File: config.mk
export PLATFORM = sky130hd
export DESIGN_NAME = mem_arbiter
export DESIGN_NICKNAME = d
export VERILOG_FILES = /design/src/rtl/mem_arbiter.sv
export SDC_FILE = /design/constraint.sdc
export NUM_CORES = 1
export LEC_CHECK = 0
export CORE_MARGIN = 2
export CORE_UTILIZATION = 51
export DETAILED_ROUTE_END_ITERATION = 10
export PLACE_DENSITY_LB_ADDON = 0.3
export SETUP_SLACK_MARGIN = 0.02
export SLEW_MARGIN = 15
export SYNTH_ARGS = -nofsm -noshare
export SYNTH_HDL_FRONTEND = slang
export SYNTH_SLANG_ARGS = --single-unit
File: constraint.sdc
create_clock -name clk -period 9.1 [get_ports clk]
set_clock_uncertainty 0.05 [all_clocks]
set_input_delay 1.365 -clock clk [delete_from_list [all_inputs] [get_ports clk]]
set_output_delay 1.365 -clock clk [all_outputs]
set_load 0.02 [all_outputs]
File: src/rtl/mem_arbiter.sv
// Byte-serial memory arbiter between instruction fetch (IF) and load/store (LSB) ports.
// One transfer at a time; LSB is favoured, with a bounded starvation limit for IF.
module mem_arbiter #(
    parameter logic [1:0]  IO_HI      = 2'b11,
    parameter int unsigned STARVE_MAX = 2
) (
    input  logic        clk,
    input  logic        rst,
    input  logic        rdy,
    input  logic        io_buffer_full,
    input  logic        if_req,
    input  logic [31:0] if_addr,
    output logic        if_done,
    output logic [31:0] if_data,
    input  logic        lsb_req,
    input  logic        lsb_wr,
    input  logic [1:0]  lsb_len,
    input  logic [31:0] lsb_addr,
    input  logic [31:0] lsb_wdata,
    output logic        lsb_done,
    output logic [31:0] lsb_rdata,
    input  logic [7:0]  mem_din,
    output logic [7:0]  mem_dout,
    output logic [31:0] mem_a,
    output logic        mem_wr
);
    localparam int unsigned AW     = 32;
    localparam int unsigned DW     = 32;
    localparam int unsigned KW     = 3;
    localparam int unsigned LOSS_W = (STARVE_MAX < 1) ? 1 : $clog2(STARVE_MAX + 1);

    typedef enum logic [1:0] {IDLE, READ, WRITE, DONE} state_t;

    state_t              state_q, state_d;
    logic [KW-1:0]       k_q, k_d, n_q, n_d, k_inc;
    logic [LOSS_W-1:0]   loss_q, loss_d;
    logic                own_if_q, own_if_d;
    logic [AW-1:0]       addr_q, addr_d;
    logic [DW-1:0]       wdata_q, wdata_d;
    logic [DW-1:0]       asm_q, asm_d;
    logic                mem_wr_q, mem_wr_d;
    logic [AW-1:0]       mem_a_q, mem_a_d;
    logic [7:0]          mem_dout_q, mem_dout_d;
    logic                if_done_q, if_done_d;
    logic                lsb_done_q, lsb_done_d;
    logic [DW-1:0]       if_data_q, if_data_d;
    logic [DW-1:0]       lsb_rdata_q, lsb_rdata_d;
    logic                grant_if;
    logic [1:0]          byte_idx;

    function automatic logic [KW-1:0] len_bytes(input logic [1:0] len);
        return len[1] ? KW'(4) : (len[0] ? KW'(2) : KW'(1));
    endfunction

    // A store to the IO region must wait while the IO sink is full.
    function automatic logic io_block(input logic full, input logic [AW-1:0] a);
        return full && (a[17:16] == IO_HI);
    endfunction

    assign k_inc = k_q + KW'(1);

    // Next-state and registered-output logic; rdy low freezes everything and drops mem_wr.
    always_comb begin
        state_d     = state_q;
        k_d         = k_q;
        n_d         = n_q;
        loss_d      = loss_q;
        own_if_d    = own_if_q;
        addr_d      = addr_q;
        wdata_d     = wdata_q;
        asm_d       = asm_q;
        mem_wr_d    = 1'b0;
        mem_a_d     = mem_a_q;
        mem_dout_d  = mem_dout_q;
        if_done_d   = if_done_q;
        lsb_done_d  = lsb_done_q;
        if_data_d   = if_data_q;
        lsb_rdata_d = lsb_rdata_q;
        grant_if    = 1'b0;
        byte_idx    = 2'(k_q - KW'(1));

        if (rdy) begin
            case (state_q)
                IDLE: begin
                    if (if_req || lsb_req) begin
                        grant_if = if_req && (!lsb_req || (loss_q >= LOSS_W'(STARVE_MAX)));
                        own_if_d = grant_if;
                        k_d      = '0;
                        asm_d    = '0;
                        if (grant_if) begin
                            loss_d  = '0;
                            addr_d  = if_addr;
                            n_d     = KW'(4);
                            mem_a_d = if_addr;
                            state_d = READ;
                        end else begin
                            if (if_req) loss_d = LOSS_W'(loss_q + LOSS_W'(1));
                            addr_d  = lsb_addr;
                            wdata_d = lsb_wdata;
                            n_d     = len_bytes(lsb_len);
                            mem_a_d = lsb_addr;
                            if (lsb_wr) begin
                                state_d = WRITE;
                                if (!io_block(io_buffer_full, lsb_addr)) begin
                                    mem_wr_d   = 1'b1;
                                    mem_dout_d = lsb_wdata[7:0];
                                    k_d        = KW'(1);
                                end
                            end else begin
                                state_d = READ;
                            end
                        end
                    end
                end
                // k counts edges since grant: address k+1 goes out, byte k-1 comes back.
                READ: begin
                    if (k_q != '0) asm_d[{byte_idx, 3'b000} +: 8] = mem_din;
                    if (k_q == n_q) begin
                        state_d = DONE;
                        if (own_if_q) begin
                            if_done_d = 1'b1;
                            if_data_d = asm_d;
                        end else begin
                            lsb_done_d  = 1'b1;
                            lsb_rdata_d = asm_d;
                        end
                    end else begin
                        k_d = k_inc;
                        if (k_inc < n_q) mem_a_d = addr_q + AW'(k_inc);
                    end
                end
                // k is the next byte to issue.
                WRITE: begin
                    if (k_q == n_q) begin
                        state_d    = DONE;
                        lsb_done_d = 1'b1;
                    end else if (!io_block(io_buffer_full, addr_q)) begin
                        mem_wr_d   = 1'b1;
                        mem_a_d    = addr_q + AW'(k_q);
                        mem_dout_d = wdata_q[{k_q[1:0], 3'b000} +: 8];
                        k_d        = k_inc;
                    end
                end
                DONE: begin
                    state_d    = IDLE;
                    k_d        = '0;
                    if_done_d  = 1'b0;
                    lsb_done_d = 1'b0;
                end
                default: state_d = IDLE;
            endcase
        end
    end

    always_ff @(posedge clk or posedge rst) begin
        if (rst) begin
            state_q     <= IDLE;
            k_q         <= '0;
            n_q         <= '0;
            loss_q      <= '0;
            own_if_q    <= 1'b0;
            addr_q      <= '0;
            wdata_q     <= '0;
            asm_q       <= '0;
            mem_wr_q    <= 1'b0;
            mem_a_q     <= '0;
            mem_dout_q  <= '0;
            if_done_q   <= 1'b0;
            lsb_done_q  <= 1'b0;
            if_data_q   <= '0;
            lsb_rdata_q <= '0;
        end else begin
            state_q     <= state_d;
            k_q         <= k_d;
            n_q         <= n_d;
            loss_q      <= loss_d;
            own_if_q    <= own_if_d;
            addr_q      <= addr_d;
            wdata_q     <= wdata_d;
            asm_q       <= asm_d;
            mem_wr_q    <= mem_wr_d;
            mem_a_q     <= mem_a_d;
            mem_dout_q  <= mem_dout_d;
            if_done_q   <= if_done_d;
            lsb_done_q  <= lsb_done_d;
            if_data_q   <= if_data_d;
            lsb_rdata_q <= lsb_rdata_d;
        end
    end

    assign mem_wr    = mem_wr_q;
    assign mem_a     = mem_a_q;
    assign mem_dout  = mem_dout_q;
    assign if_done   = if_done_q;
    assign lsb_done  = lsb_done_q;
    assign if_data   = if_data_q;
    assign lsb_rdata = lsb_rdata_q;

endmodule

# Word-level counts from Yosys, hierarchy flattened

Index checks and enable logic that the tools add are counted.

$add $sub $neg: 6
Magnitude comparators: 2
Equal/unequal tests: 19
Shift-type cells: 3
Multiplexer cells: 51
Bitwise gates (word level): 2
Reductions and logical operators: 27

Operator list:

| kind                     | count |
|---|---|
| $mux W32                 | 8 |
| $pmux W32 S3             | 1 |
| $add A32 B3 Y32          | 2 |
| $pmux W32 S2             | 1 |
| $mux W8                  | 6 |
| $bwmux W32               | 1 |
| $shift A8 B7 Y32 const A | 1 |
| $shiftx A32 B6 Y8        | 1 |
| $shiftx A8 B7 Y32        | 1 |
| $ne A2 B2 Y1 const B     | 12 |
| $reduce_and A4 Y1        | 5 |
| $mux W3                  | 6 |
| $pmux W8 S2              | 1 |
| $mux W1                  | 15 |
| $mux W2                  | 7 |
| $pmux W3 S4              | 1 |
| $reduce_and A5 Y1        | 2 |
| $reduce_and A3 Y1        | 3 |
| $reduce_bool A3 Y1       | 3 |
| $eq A2 B2 Y1 const B     | 4 |
| $reduce_and A8 Y1        | 1 |
| $reduce_bool A2 Y1       | 4 |
| $neg A5 Y7               | 1 |
| $reduce_and A7 Y1        | 1 |
| 17 further kinds         | 22 |

Flip-flop bits (word level): 214
Bits of input ports: 113
Output and inout bits: 107
Logic and storage cells: 125

# Logic depth before layout (Yosys ltp)

Word-level depth: 8
Depth in mapped cells: 13
Depth with buffers taken out: 12

# Worst setup path after synthesis

OpenSTA, ideal clock, no wires.

Kind: reg2reg
From: register state_q[0]
To: register mem_a_q[31], in the netlist mem_a[31]
Setup time: 126 ps
Arrival: 3223 ps
Data required time: 8924 ps
Slack: 5701 ps
Stages on the path, launching flop included: 12
Buffers on the path: 1
Period minus slack after synthesis: 3399 ps
Cell sequence: dfrtp_1 inv_1 ha_1 buf_1 mux2_2 ha_1 nand3_1 a21o_1 nor4_1 nand4_1 xnor2_1 a221o_1

Word-level cells in the longest chain between the ends: 3
Elaborated cells between the ends (all ways): 11
Classes of those cells: eq/ne (7); mux (1); reduce/logical (3)

RTL lines:

| element                                                      | RTL line | source |
|---|---|---|
| start, declared                                              | 34       | `state_t state_q, state_d;` |
| start signal, assigned                                       | 173      | `state_q <= state_d;` |
| $eq A2 B1 Y1 (tied with other cells)                         | 83       | `case (state_q)` |
| $ne A2 B2 Y1 (no line) or $reduce_bool A3 Y1 (tied branches) | -        |  |
| $reduce_and A7 Y1 (no line)                                  | -        |  |
| end signal, assigned                                         | 182      | `mem_a_q <= mem_a_d;` |
| end, declared                                                | 42       | `logic [AW-1:0] mem_a_q, mem_a_d;` |

Several ways; a longest one is shown, not always the timed one.
A chain may end at the register's enable or synchronous reset.

# Worst setup path after layout

From: register k_q[1]
To: register mem_a_q[28], in the netlist mem_a[28]

Word-level cells in the longest chain between the ends: 5
Elaborated cells between the ends (all ways): 14
Classes of those cells: add/sub (3); order compare (1); eq/ne (4); mux (5); reduce/logical (1)

RTL lines:

| element                | RTL line | source |
|---|---|---|
| start, declared        | 35       | `logic [KW-1:0] k_q, k_d, n_q, n_d, k_inc;` |
| start signal, assigned | 174      | `k_q <= k_d;` |
| $add A3 B1 Y3          | 60       | `assign k_inc = k_q + KW'(1);` |
| $add A32 B3 Y32        | 129      | `if (k_inc < n_q) mem_a_d = addr_q + AW'(k_inc);` |
| $mux W32               | 129      |  |
| $mux W32               | 118      | `if (k_q == n_q) begin` |
| $pmux W32 S3           | 83       |  |

Several ways; a longest one is shown, not always the timed one. The select of a mux whose other input is x is not followed.

==> flow_summary.ini <==
[clock_network]
clock_path_buffers = 3
cts_root_buffer = clkbuf_16
clk_pin_slew_ns = 0.06
cts_buffers = 23
clock_sinks = 214
cts_hold_buf = 0
worstSkewPairLatency_ns = 0.50
h-tree-depth = 1
post_cts_resized = 0
cts_tree = built
post_cts.repair.setup_buffers = 0

[synthesis]
synthArstFlopShare = 1.00
synth.net_count = 1091
synth_top_area_share = 0.529
ys_ff_latch = 214
synth-warning-count = 0
syn_area_per_cell_um2 = 10.6
synth_top_cells_by_area = dfrtp_1 (53%), nand2_1 (5.1%), o21ai_0 (4.2%), mux2_2 (4.0%), mux2i_1 (4.0%)
syn_area_um2 = 10100
synth_edf_count = 0
ys_types = 57
synth_top_cell_by_area = dfrtp_1
synthCells = 960
synth_top_flop_cell = dfrtp_1
yosysSeqAreaShare = 0.529

[grt]
overflow = 0
globalRouteTotalUtil = 0.235
grt_pass1_wl_um = 41000
grt_max_degree = 136
antenna_found_initial = 0
grt_pass1_vias = 7889

[timing]
slew_viol_final = 0
tns_ns = 0
rsz0062_at_grt = no
worst_pin_slew_ns = 0.998
clock.fmax_mhz = 250
min_period_ns = 4.00
finalSetupViolCount = 0
finalHoldViolCount = 0
slew_headroom = 0.335
fin_crit_sh = 0.439

[hold_path]
min_path_type = reg -> reg
hold_path_startpoint = if_data[5]

[place]
post-place-cells = 1388
hpwlAfterDp_um = 16800
io_buffers = 219
place.gp.congestion = 0.814

[cells_and_area]
layout_common_cells = clkdlybuf4s50_1 (219), dfrtp_1 (214), nand2_1 (139), o21ai_0 (85)
final_common_cell = clkdlybuf4s50_1
final_cells = 1426
post-route-util = 0.678
n_antenna_cell = 0
nets = 1279
drive_gt1_frac = 0.0922
area_delta_synth_final_pct = 30.2

[power]
power_density_nw_per_um2 = 324
peakVddDrop_uv = 200
leakagePower_uw = 0.00568

[run_status]
status = finished, final reports clean

[die]
initial_core_util = 0.521
die_h_um = 145
dieArea_um2 = 21000
dieWidth_um = 145
coreArea_um2 = 19500
rows = 51
ios = 220

[critical_path]
required_ns = 9.43
critPathArrivalTime_ns = 4.33
r2r-start = k_q[1]
critPathCaptureType = register
cp_max_fo = 14
start_kind = register
worstSetupPathType = reg -> reg
crit_path_start = k_q[1]

[routing]
vias = 7964
totalWireLength_um = 24300
ant_nets = 0
first_iter_violations = 440
drt_first_pass_iters = 5
drc = 0
vias_per_cell = 5.58
wl_per_cell_um = 17.1

[job]
maxCapViolCount = 0
==> final cells by class <==
class | count | area [um2]
Fill cell | 1488 | 6270
Sequential cell | 214 | 5360
Multi-Input combinational cell | 665 | 4440
Timing Repair Buffer | 227 | 2250
Clock buffer | 31 | 656
Tap cell | 265 | 332
Clock inverter | 7 | 91.3
Inverter | 17 | 71.3
==> critical path, cell delays in order, from the launching register on <==
cell and delay (ns):
dfrtp_1 0.81, inv_1 0.23, ha_1 0.54, mux2_2 0.23, inv_1 0.06, fa_1 0.44
nor2b_1 0.21, o211ai_1 0.24, or3_1 0.50, nor2_1 0.16, xor2_1 0.08, a221o_1 0.31
==> cells in the mapped netlist (all sizes together), types with 19 or more instances <==
master / instances
a21oi: 58
o21ai: 90
dfrtp: 214
mux2: 36
nand2: 141
a22oi: 32
xnor2: 19
mux2i: 40
nor2: 58
clkbuf: 26
a22o: 37
buf: 38
==> where the power goes <==
part	internal (uW)	total (uW)	leakage (uW)	switching [uW]
Sequential	1290	1520	0.00274	238
Combinational	822	1820	0.00258	996
Clock	559	927	0.000368	368
==> flip-flops by register name, summed over array words and instances (netlist names) <==
name       count
own_if_q       1
asm_q         32
lsb_rdata     32
n_q            3
k_q            3
state_q        2
addr_q        32
mem_dout       8
loss_q         2
if_data       32
if_done        1
wdata_q       32
mem_wr         1
lsb_done       1
mem_a         32
==> final timing paths <==
kind | to | slack [ns] | cells past startpoint
setup / recovery | mem_a[28] | 5.10 | 11
hold / removal | if_data[5] | 0.43 | 2
setup reg to reg | mem_a[28] | 5.10 | 11
hold reg to reg | if_data[5] | 0.43 | 2
max in group asynchronous | mem_a[9] | 5.97 | 3
min in group asynchronous | lsb_rdata[23] | 1.39 | 2
==> cells by family (layout without fill, tap and decap cells) <==
kind of cell	count (synthesis)	count (layout)	synth area share
AND/OR/NAND/NOR	273	273	0.122
AO/OA/AOI/OAI	255	255	0.163
flip-flops	214	214	0.529
multiplexers	84	84	0.0973
buffers and inverters	81	282	0.0353
XOR/XNOR	35	35	0.0310
adder cells (fa/ha/maj)	18	18	0.0230
==> metrics by stage <==
step | setup WS [ns] | instance area, um2 | hold WS (ns) | power, uW
after floorplan | 1.83 | 10100 | 0.406 | 2700
after global placement | 5.03 | 12400 | 0.410 | 3300
after detailed placement | 4.98 | 12400 | 0.414 | 3360
after CTS | 5.10 | 13200 | 0.432 | 4290
after global routing | 4.81 | 13200 | 0.460 | 4540
final | 5.10 | 13200 | 0.427 | 4270
==> layer usage <==
layer | part of all wire | GRT usage
met4 | 0.016 | 0.0530
met2 | 0.48 | 0.388
met3 | 0.062 | 0.0365
met5 | 0 | 0
met1 | 0.44 | 0.329
Power figures use the tool's default switching activity.
